### src/rtl/digit_scan_sequencer.sv
// Scans a snapshot of packed hex digits, emitting {segments, digit select} frames
// over valid/ready, each followed by a blanking frame to suppress ghosting.
module digit_scan_sequencer #(
    parameter int NUM_DIGITS   = 3,
    parameter int DWELL_CYCLES = 4096,
    parameter int BLANK_CYCLES = 256
) (
    input  logic                    i_clk,
    input  logic                    i_reset,
    input  logic [4*NUM_DIGITS-1:0] i_value,
    input  logic                    i_ser_ready,
    output logic [15:0]             o_frame,
    output logic                    o_frame_valid,
    output logic [2:0]              o_digit_index,
    output logic                    o_scan_done
);

    localparam int CNT_MAX = (DWELL_CYCLES > BLANK_CYCLES) ? DWELL_CYCLES : BLANK_CYCLES;
    localparam int CW      = $clog2(CNT_MAX + 1);

    localparam logic [CW-1:0] DWELL_LAST = CW'(DWELL_CYCLES - 1);
    localparam logic [CW-1:0] BLANK_LAST = CW'(BLANK_CYCLES);
    localparam logic [2:0]    LAST_IDX   = 3'(NUM_DIGITS - 1);

    typedef enum logic [2:0] {
        S_LATCH,
        S_SEND,
        S_DWELL,
        S_BLANK_SEND,
        S_BLANK_WAIT
    } state_t;

    state_t                  state;
    logic [4*NUM_DIGITS-1:0] snapshot;
    logic [CW-1:0]           cnt;
    logic [3:0]              cur_nibble;
    logic [7:0]              cur_sel;
    logic                    last_digit;
    logic [2:0]              next_idx;

    function automatic logic [7:0] decode_hex(input logic [3:0] nib);
        logic [7:0] seg;
        case (nib)
            4'h0: seg = 8'h3F;
            4'h1: seg = 8'h06;
            4'h2: seg = 8'h5B;
            4'h3: seg = 8'h4F;
            4'h4: seg = 8'h66;
            4'h5: seg = 8'h6D;
            4'h6: seg = 8'h7D;
            4'h7: seg = 8'h07;
            4'h8: seg = 8'h7F;
            4'h9: seg = 8'h6F;
            4'hA: seg = 8'h77;
            4'hB: seg = 8'h7C;
            4'hC: seg = 8'h39;
            4'hD: seg = 8'h5E;
            4'hE: seg = 8'h79;
            default: seg = 8'h71;
        endcase
        return seg;
    endfunction

    // Digit 0 reads i_value directly because the snapshot is taken on that same edge.
    always_comb begin
        cur_nibble = i_value[3:0];
        if (o_digit_index != 3'd0) begin
            for (int k = 1; k < NUM_DIGITS; k++) begin
                if (o_digit_index == 3'(k)) begin
                    cur_nibble = snapshot[4*k +: 4];
                end
            end
        end
        cur_sel    = 8'b0000_0001 << o_digit_index;
        last_digit = (o_digit_index == LAST_IDX);
        next_idx   = last_digit ? 3'd0 : o_digit_index + 3'd1;
    end

    always_ff @(posedge i_clk) begin
        if (i_reset) begin
            state         <= S_LATCH;
            snapshot      <= '0;
            cnt           <= '0;
            o_frame       <= 16'h0000;
            o_frame_valid <= 1'b0;
            o_digit_index <= 3'd0;
            o_scan_done   <= 1'b0;
        end else begin
            o_scan_done <= 1'b0;
            case (state)
                S_LATCH: begin
                    if (o_digit_index == 3'd0) begin
                        snapshot <= i_value;
                    end
                    o_frame       <= {decode_hex(cur_nibble), cur_sel};
                    o_frame_valid <= 1'b1;
                    state         <= S_SEND;
                end
                S_SEND: begin
                    if (i_ser_ready) begin
                        o_frame_valid <= 1'b0;
                        cnt           <= '0;
                        state         <= S_DWELL;
                    end
                end
                S_DWELL: begin
                    if (cnt == DWELL_LAST) begin
                        o_frame       <= 16'h0000;
                        o_frame_valid <= 1'b1;
                        state         <= S_BLANK_SEND;
                    end else begin
                        cnt <= cnt + CW'(1);
                    end
                end
                S_BLANK_SEND: begin
                    if (i_ser_ready) begin
                        o_frame_valid <= 1'b0;
                        cnt           <= '0;
                        if (BLANK_CYCLES == 0) begin
                            o_digit_index <= next_idx;
                            o_scan_done   <= last_digit;
                            state         <= S_LATCH;
                        end else begin
                            state <= S_BLANK_WAIT;
                        end
                    end
                end
                // The cycle after the blank count expires is the advance step.
                S_BLANK_WAIT: begin
                    if (cnt == BLANK_LAST) begin
                        o_digit_index <= next_idx;
                        o_scan_done   <= last_digit;
                        state         <= S_LATCH;
                    end else begin
                        cnt <= cnt + CW'(1);
                    end
                end
                default: begin
                    state <= S_LATCH;
                end
            endcase
        end
    end

endmodule

### config.mk
export PLATFORM = sky130hd
export DESIGN_NAME = digit_scan_sequencer
export DESIGN_NICKNAME = d
export VERILOG_FILES = /design/src/rtl/digit_scan_sequencer.sv
export SDC_FILE = /design/constraint.sdc
export NUM_CORES = 1
export LEC_CHECK = 0
export ABC_CLOCK_PERIOD_IN_PS = 2800
export CAP_MARGIN = 20
export CORE_ASPECT_RATIO = 1.4
export CORE_MARGIN = 4
export CORE_UTILIZATION = 25
export CTS_BUF_LIST = sky130_fd_sc_hd__clkbuf_2 sky130_fd_sc_hd__clkbuf_4 sky130_fd_sc_hd__clkbuf_8
export DETAILED_ROUTE_END_ITERATION = 10
export PLACE_DENSITY_LB_ADDON = 0.3
export SKIP_LAST_GASP = 1
export SLEW_MARGIN = 20
export SYNTH_ARGS = -nofsm -noshare
export SYNTH_HDL_FRONTEND = slang
export SYNTH_SLANG_ARGS = --single-unit
### constraint.sdc
create_clock -name i_clk -period 2.8 [get_ports i_clk]
set_clock_uncertainty 0.05 [all_clocks]
set_input_delay 0.28 -clock i_clk [delete_from_list [all_inputs] [get_ports i_clk]]
set_output_delay 0.28 -clock i_clk [all_outputs]
set_load 0.01 [all_outputs]
-- After elaboration in Yosys (flattened, before gate mapping)
Memories as Yosys holds them, arrays and structs flattened.
Cells that the tools add are included.
- $add $sub $neg: 2
- equal/unequal tests: 15
- shift operators: 1
- muxes and demuxes: 18
- bitwise operators: 2
- reductions and logical operators: 14
- operators by type and width (kind ; count):
    two-way mux 13 bit ; 3
    case mux 13 bit (3 select lines) ; 1
    case mux 16 bit (2 select lines) ; 1
    two-way mux 16 bit ; 1
    two-way mux 3 bit ; 5
    case mux 3 bit (5 select lines) ; 1
    adder 13 x 1 -> 13 bit, second input constant ; 1
    equality test 13 x 12 -> 1 bit, second input constant ; 1
    equality test 13 x 9 -> 1 bit, second input constant ; 1
    two-way mux 4 bit ; 3
    inequality test 2 bit, second input constant ; 6
    equality test 3 x 2 -> 1 bit, second input constant ; 3
    nonzero test 3 bit ; 3
    AND reduction 4 bit ; 2
    << shifter 1 x 3 -> 8 bit, first input constant ; 1
    equality test 3 x 1 -> 1 bit, second input constant ; 2
    logical NOT 3 bit ; 2
    AND reduction 2 bit ; 3
    adder 3 x 1 -> 3 bit, second input constant ; 1
    equality test 3 bit, second input constant ; 1
    case mux 1 bit (3 select lines) ; 1
    AND reduction 3 bit ; 1
    OR reduction 3 bit ; 1
    two-way mux 1 bit ; 2
    4 further kinds ; 5
- register bits after elaboration: 49
- bits in read-only memories: 112
- input bits: 15
- output and inout bits: 21
- logic and storage cells: 60
- memories kept: 1
- memory list (memory ; words ; bits a word ; read ports ; clocked after Yosys merged registers in ; write ports ; line ; RTL):
    (no name shown) ; 16 ; 7 ; 1 ; 0 ; 0 ; 43 ; case (nib)

-- Longest topological paths before layout
An unclocked memory read counts as a cell.
- word-level depth: 6
- depth in mapped cells: 9
- gate-level depth less buffers: 8

-- Worst setup path before layout
No wires, ideal clock.
- kind: reg-to-reg
- start point: reg o_digit_index[0]
- end point: reg o_frame[11]
- library setup time: 0.133 ns
- data arrival time: 1.848 ns
- path slack: 0.770 ns
- stages on the path, launching flop included: 9
- clock period less this slack: 2.030 ns
- path through: dfxtp_1 nand2b_1 o22a_1 o22ai_4 inv_1 ha_1 a211o_1 o2111ai_1 a31oi_1
- word-level cells in the longest chain between the ends: 6
- elaborated cells between the ends (all ways): 8
- classes of those cells: 2 x eq/ne; 4 x mux; 1 x reduce/logical; 1 x memory
- ends and longest elaborated chain (item ; line ; RTL):
    from (decl) ; 14 ; output logic [2:0] o_digit_index,
    from (signal assigned) ; 120 ; o_digit_index <= next_idx;
    from (signal assigned) ; 131 ; o_digit_index <= next_idx;
    equality test 3 x 1 -> 1 bit ; 69 ; if (o_digit_index == 3'(k)) begin
    two-way mux 4 bit (2 in series) ; 69 ;
    two-way mux 4 bit (*) ; 67 ; if (o_digit_index != 3'd0) begin
    memory read (16 x 7 bit) (*) ; n/a ;
    case mux 16 bit (2 select lines) (*) ; 90 ; case (state)
    to (signal assigned) ; 95 ; o_frame <= {decode_hex(cur_nibble), cur_sel};
    to (decl) ; 12 ; output logic [15:0] o_frame,
Mark *: on every way between the ends. The rest lies on a longest branch, timed or not.
A chain may end at the register's enable or synchronous reset.

-- Final worst setup path
- start point: reg o_digit_index[0]
- end point: reg o_frame[8]
The elaborated chain is that of the path after synthesis.

==> flow_metrics.tcl <==
set metrics [dict create \
    yosys.area.top_type "dfxtp_1" \
    start_util_pct 25.75 \
    coreArea_mm2 0.009029 \
    fin_util_pct 31.54 \
    clockBufferDepth 2 \
    rsz0062_at_grt "false" \
    gp_congestion 0.7867 \
    track_usage_pct 11.04 \
    fmax_mhz 430.4 \
    finalPower_w 0.001454 \
    numCtsBuffers 5 \
    worstHoldEndpoint "o_frame[14]$_SDFFE_PP0P_" \
    antenna_cells 0 \
    drtAntennaViolNets 0 \
    cp_slowest_stage_delay_ns 0.39 \
    synthFlopType "dfxtp_1" \
    dp_hpwl_um 4144 \
    num-fill-cells 934 \
    antenna_found_initial 0 \
    synth_edf_count 0 \
    min_path_type "register to register" \
    finalSetupViolations 0 \
    multi_input_area_mm2 0.001329 \
    die_h_um 122.1 \
    routed_via_density 5.038 \
    rrSetupSlack_ns 0.48 \
    ys_ff_latch 44 \
    synth_commonest_cells "dfxtp_1, nor2_1, nand2_1" \
    synth_nets 280 \
    peakVddDrop_v 0.0001904 \
    initialDrtViolationCount 130 \
    hold_path_startpoint "o_frame[14]$_SDFFE_PP0P_" \
    wl_per_cell_um 14.49 \
    maxSlewHeadroom_pct 58.40 \
    grt_max_degree 35 \
    fin_area_mm2 0.002848 \
    ff2ff_path_depth 8 \
    p_int_w 0.001049 \
    switchingPower_w 0.0004058 \
    pwr-share-seq_pct 47.4 \
    avgSynthCellArea_um2 9.011 \
    pwr-share-comb_pct 17.5 \
    post_cts_buffers 0 \
    crit_type "register to register" \
    num_vias 1985 \
    synth.area.top_cells "dfxtp_1, nor2_1, mux2i_1" \
    maxCapViolations 0 \
    dieArea_mm2 0.01093 \
    worst_path_max_delay_cell "dfxtp_1" \
    cts_tree "built" \
    syn_to_final_growth_pct 22.50 \
    timing.rr.end "o_frame[8]$_SDFFE_PP0P_" \
    drcViolationCount 0 \
    synth_cells 258 \
    cp-start-kind "register" \
    clock_sinks 44 \
    p_clk_share_pct 35.1 \
    cts_resized 0 \
    hold_buffers 0 \
    htree_levels 2 \
    worstPathArrival_ns 2.50 \
    p_leak_nw 0.9805 \
    dr.pass1.iters 4 \
    wl_um 5708 \
    post_dp_cell_area_mm2 0.002733 \
    cp.required_ns 2.98 \
    rows 41 \
    p_per_area_mw_per_mm2 510.7 \
    drive_above_1_share_pct 10.45 \
    yosysMostFrequentCell "dfxtp_1" \
    die_w_um 89.50 \
    maxSlewViolCount 0 \
    crit-reg2reg-launch "o_digit_index[0]$_SDFFE_PP0N_" \
    hold_depth 2 \
    hold_viol 0 \
    grt_pass1_vias 1988 \
    cp_cell_sequence "nand2b_1 -> o22a_1 -> o22ai_4 -> inv_1 -> ha_1 -> nor3_1 -> a211oi_1 -> o31ai_1" \
    grt_pass1_wl_um 9480 \
    root_buffer "clkbuf_8" \
    layout.nets 308 \
    fin_tns_setup_ns 0 \
    clk_latency_ns 0.31 \
    yosysWarnings 0 \
    timing.final.crit_share_pct 82.98 \
    ys_seq_area_share_pct 37.89 \
    path_max_fanout 8 \
    worstMarginPinSlew_ns 0.6183 \
    synth_top_area_share_pct 37.89 \
    io_buffers 34 \
    overflow 0 \
    ios 36 \
    synthArstFlopShare_pct 0 \
    finalCriticalPeriod_ns 2.324 \
    end_kind "register" \
    p_sw_share_pct 27.90 \
    clk_pin_slew_ns 0.10 \
    seqCellArea_um2 880.8 \
    synth_cell_types 59 \
    synth_area_mm2 0.002325 \
    status "complete, no violations" \
]
==> cells in the final DEF (no fill, tap or decap), types with 2 or more instances in the layout <==
master            n
a211oi_1          6
a21oi_1          16
a21oi_4           2
a22oi_1           5
a2bb2oi_1         2
a31oi_1           4
a32oi_1           2
and3_2            3
buf_4             2
clkbuf_8          5
clkdlybuf4s50_1  34
dfxtp_1          44
ha_1              7
inv_1             9
mux2_4            2
mux2i_1          10
nand2_1          18
nand2b_1          3
nand3_1           7
nand3b_1          2
nor2_1           38
nor3_1            6
nor4b_1           2
o2111ai_1         2
o211ai_1          2
o21ai_0           5
o22a_1            6
o22ai_1           2
xnor2_1          10
==> cell families after synthesis <==
family | count (synthesis) | synth area share (%)
buffers and inverters | 24 | 4.952
flip-flops | 44 | 37.89
other | 1 | 0.1613
AO/OA/AOI/OAI | 67 | 23.31
AND/OR/NAND/NOR | 92 | 20.18
multiplexers | 12 | 5.598
XOR/XNOR | 11 | 4.144
adder cells (fa/ha/maj) | 7 | 3.767
==> metrics by stage <==
step           hold WS [ns]  worst slack, ns  instances
6_report             0.4079           0.4764        394
3_5_place_dp         0.3975           0.4680        386
3_3_place_gp         0.3921           0.4789        386
4_1_cts              0.4112           0.4525        394
5_1_grt              0.4237           0.2792        394
2_1_floorplan        0.3739           0.7697        258
==> flip-flops by register name, summed over array words and instances (netlist names) <==
name / cells
o_frame: 15
cnt: 13
snapshot: 8
o_digit_index: 3
state: 3
o_frame_valid: 1
o_scan_done: 1
==> worst max-delay path by stage <==
stage / cells after the start / start / end
final: 8 / o_digit_index[0]$_SDFFE_PP0N_ / o_frame[8]$_SDFFE_PP0P_
after global routing: 8 / o_digit_index[0]$_SDFFE_PP0N_ / o_frame[8]$_SDFFE_PP0P_
after CTS: 8 / o_digit_index[0]$_SDFFE_PP0N_ / o_frame[8]$_SDFFE_PP0P_
after detailed placement: 8 / o_digit_index[0]$_SDFFE_PP0N_ / o_frame[8]$_SDFFE_PP0P_
after global placement: 8 / o_digit_index[0]$_SDFFE_PP0N_ / o_frame[8]$_SDFFE_PP0P_
after floorplan: 8 / o_digit_index[0]$_SDFFE_PP0N_ / o_frame[11]$_SDFFE_PP0P_
==> power groups by stage <==
| stage | logic, W | registers, W | clock network (W) |
|---|---|---|---|
| floorplan | 0.000166 | 0.000702 | 0 |
| global placement | 0.000255 | 0.000703 | 0 |
| detailed placement | 0.000255 | 0.000705 | 0 |
| CTS | 0.000257 | 0.000690 | 0.000528 |
| global route | 0.000284 | 0.000695 | 0.000551 |
| finish | 0.000254 | 0.000689 | 0.000511 |
==> final cells by class <==
cell class	instances	share of cell area (%)
inverter	9	1.186
clock inverter	3	1.626
sequential	44	30.93
multi-input combinational	190	46.66
timing repair buffer	36	12.48
tap	107	4.701
clock buffer	5	2.417
==> critical path: cells and delay by family, from the launching register on <==
kind | cells | cell delay [ns]
compound gates | 4 | 0.80
buf+inv | 1 | 0.19
fa+ha+maj | 1 | 0.26
simple gates | 2 | 0.54
flops | 1 | 0.39
==> layer usage <==
layer	up-vias	part of all wire (%)	wire, um	GRT usage [%]
met5	-	0	0	0
met4	0	1.8	102	4.097
met3	10	4.9	282	2.774
met2	55	51	2924	19.60
met1	933	42	2398	12.39
li1	987	-	-	-
Power figures use the tool's default switching activity.
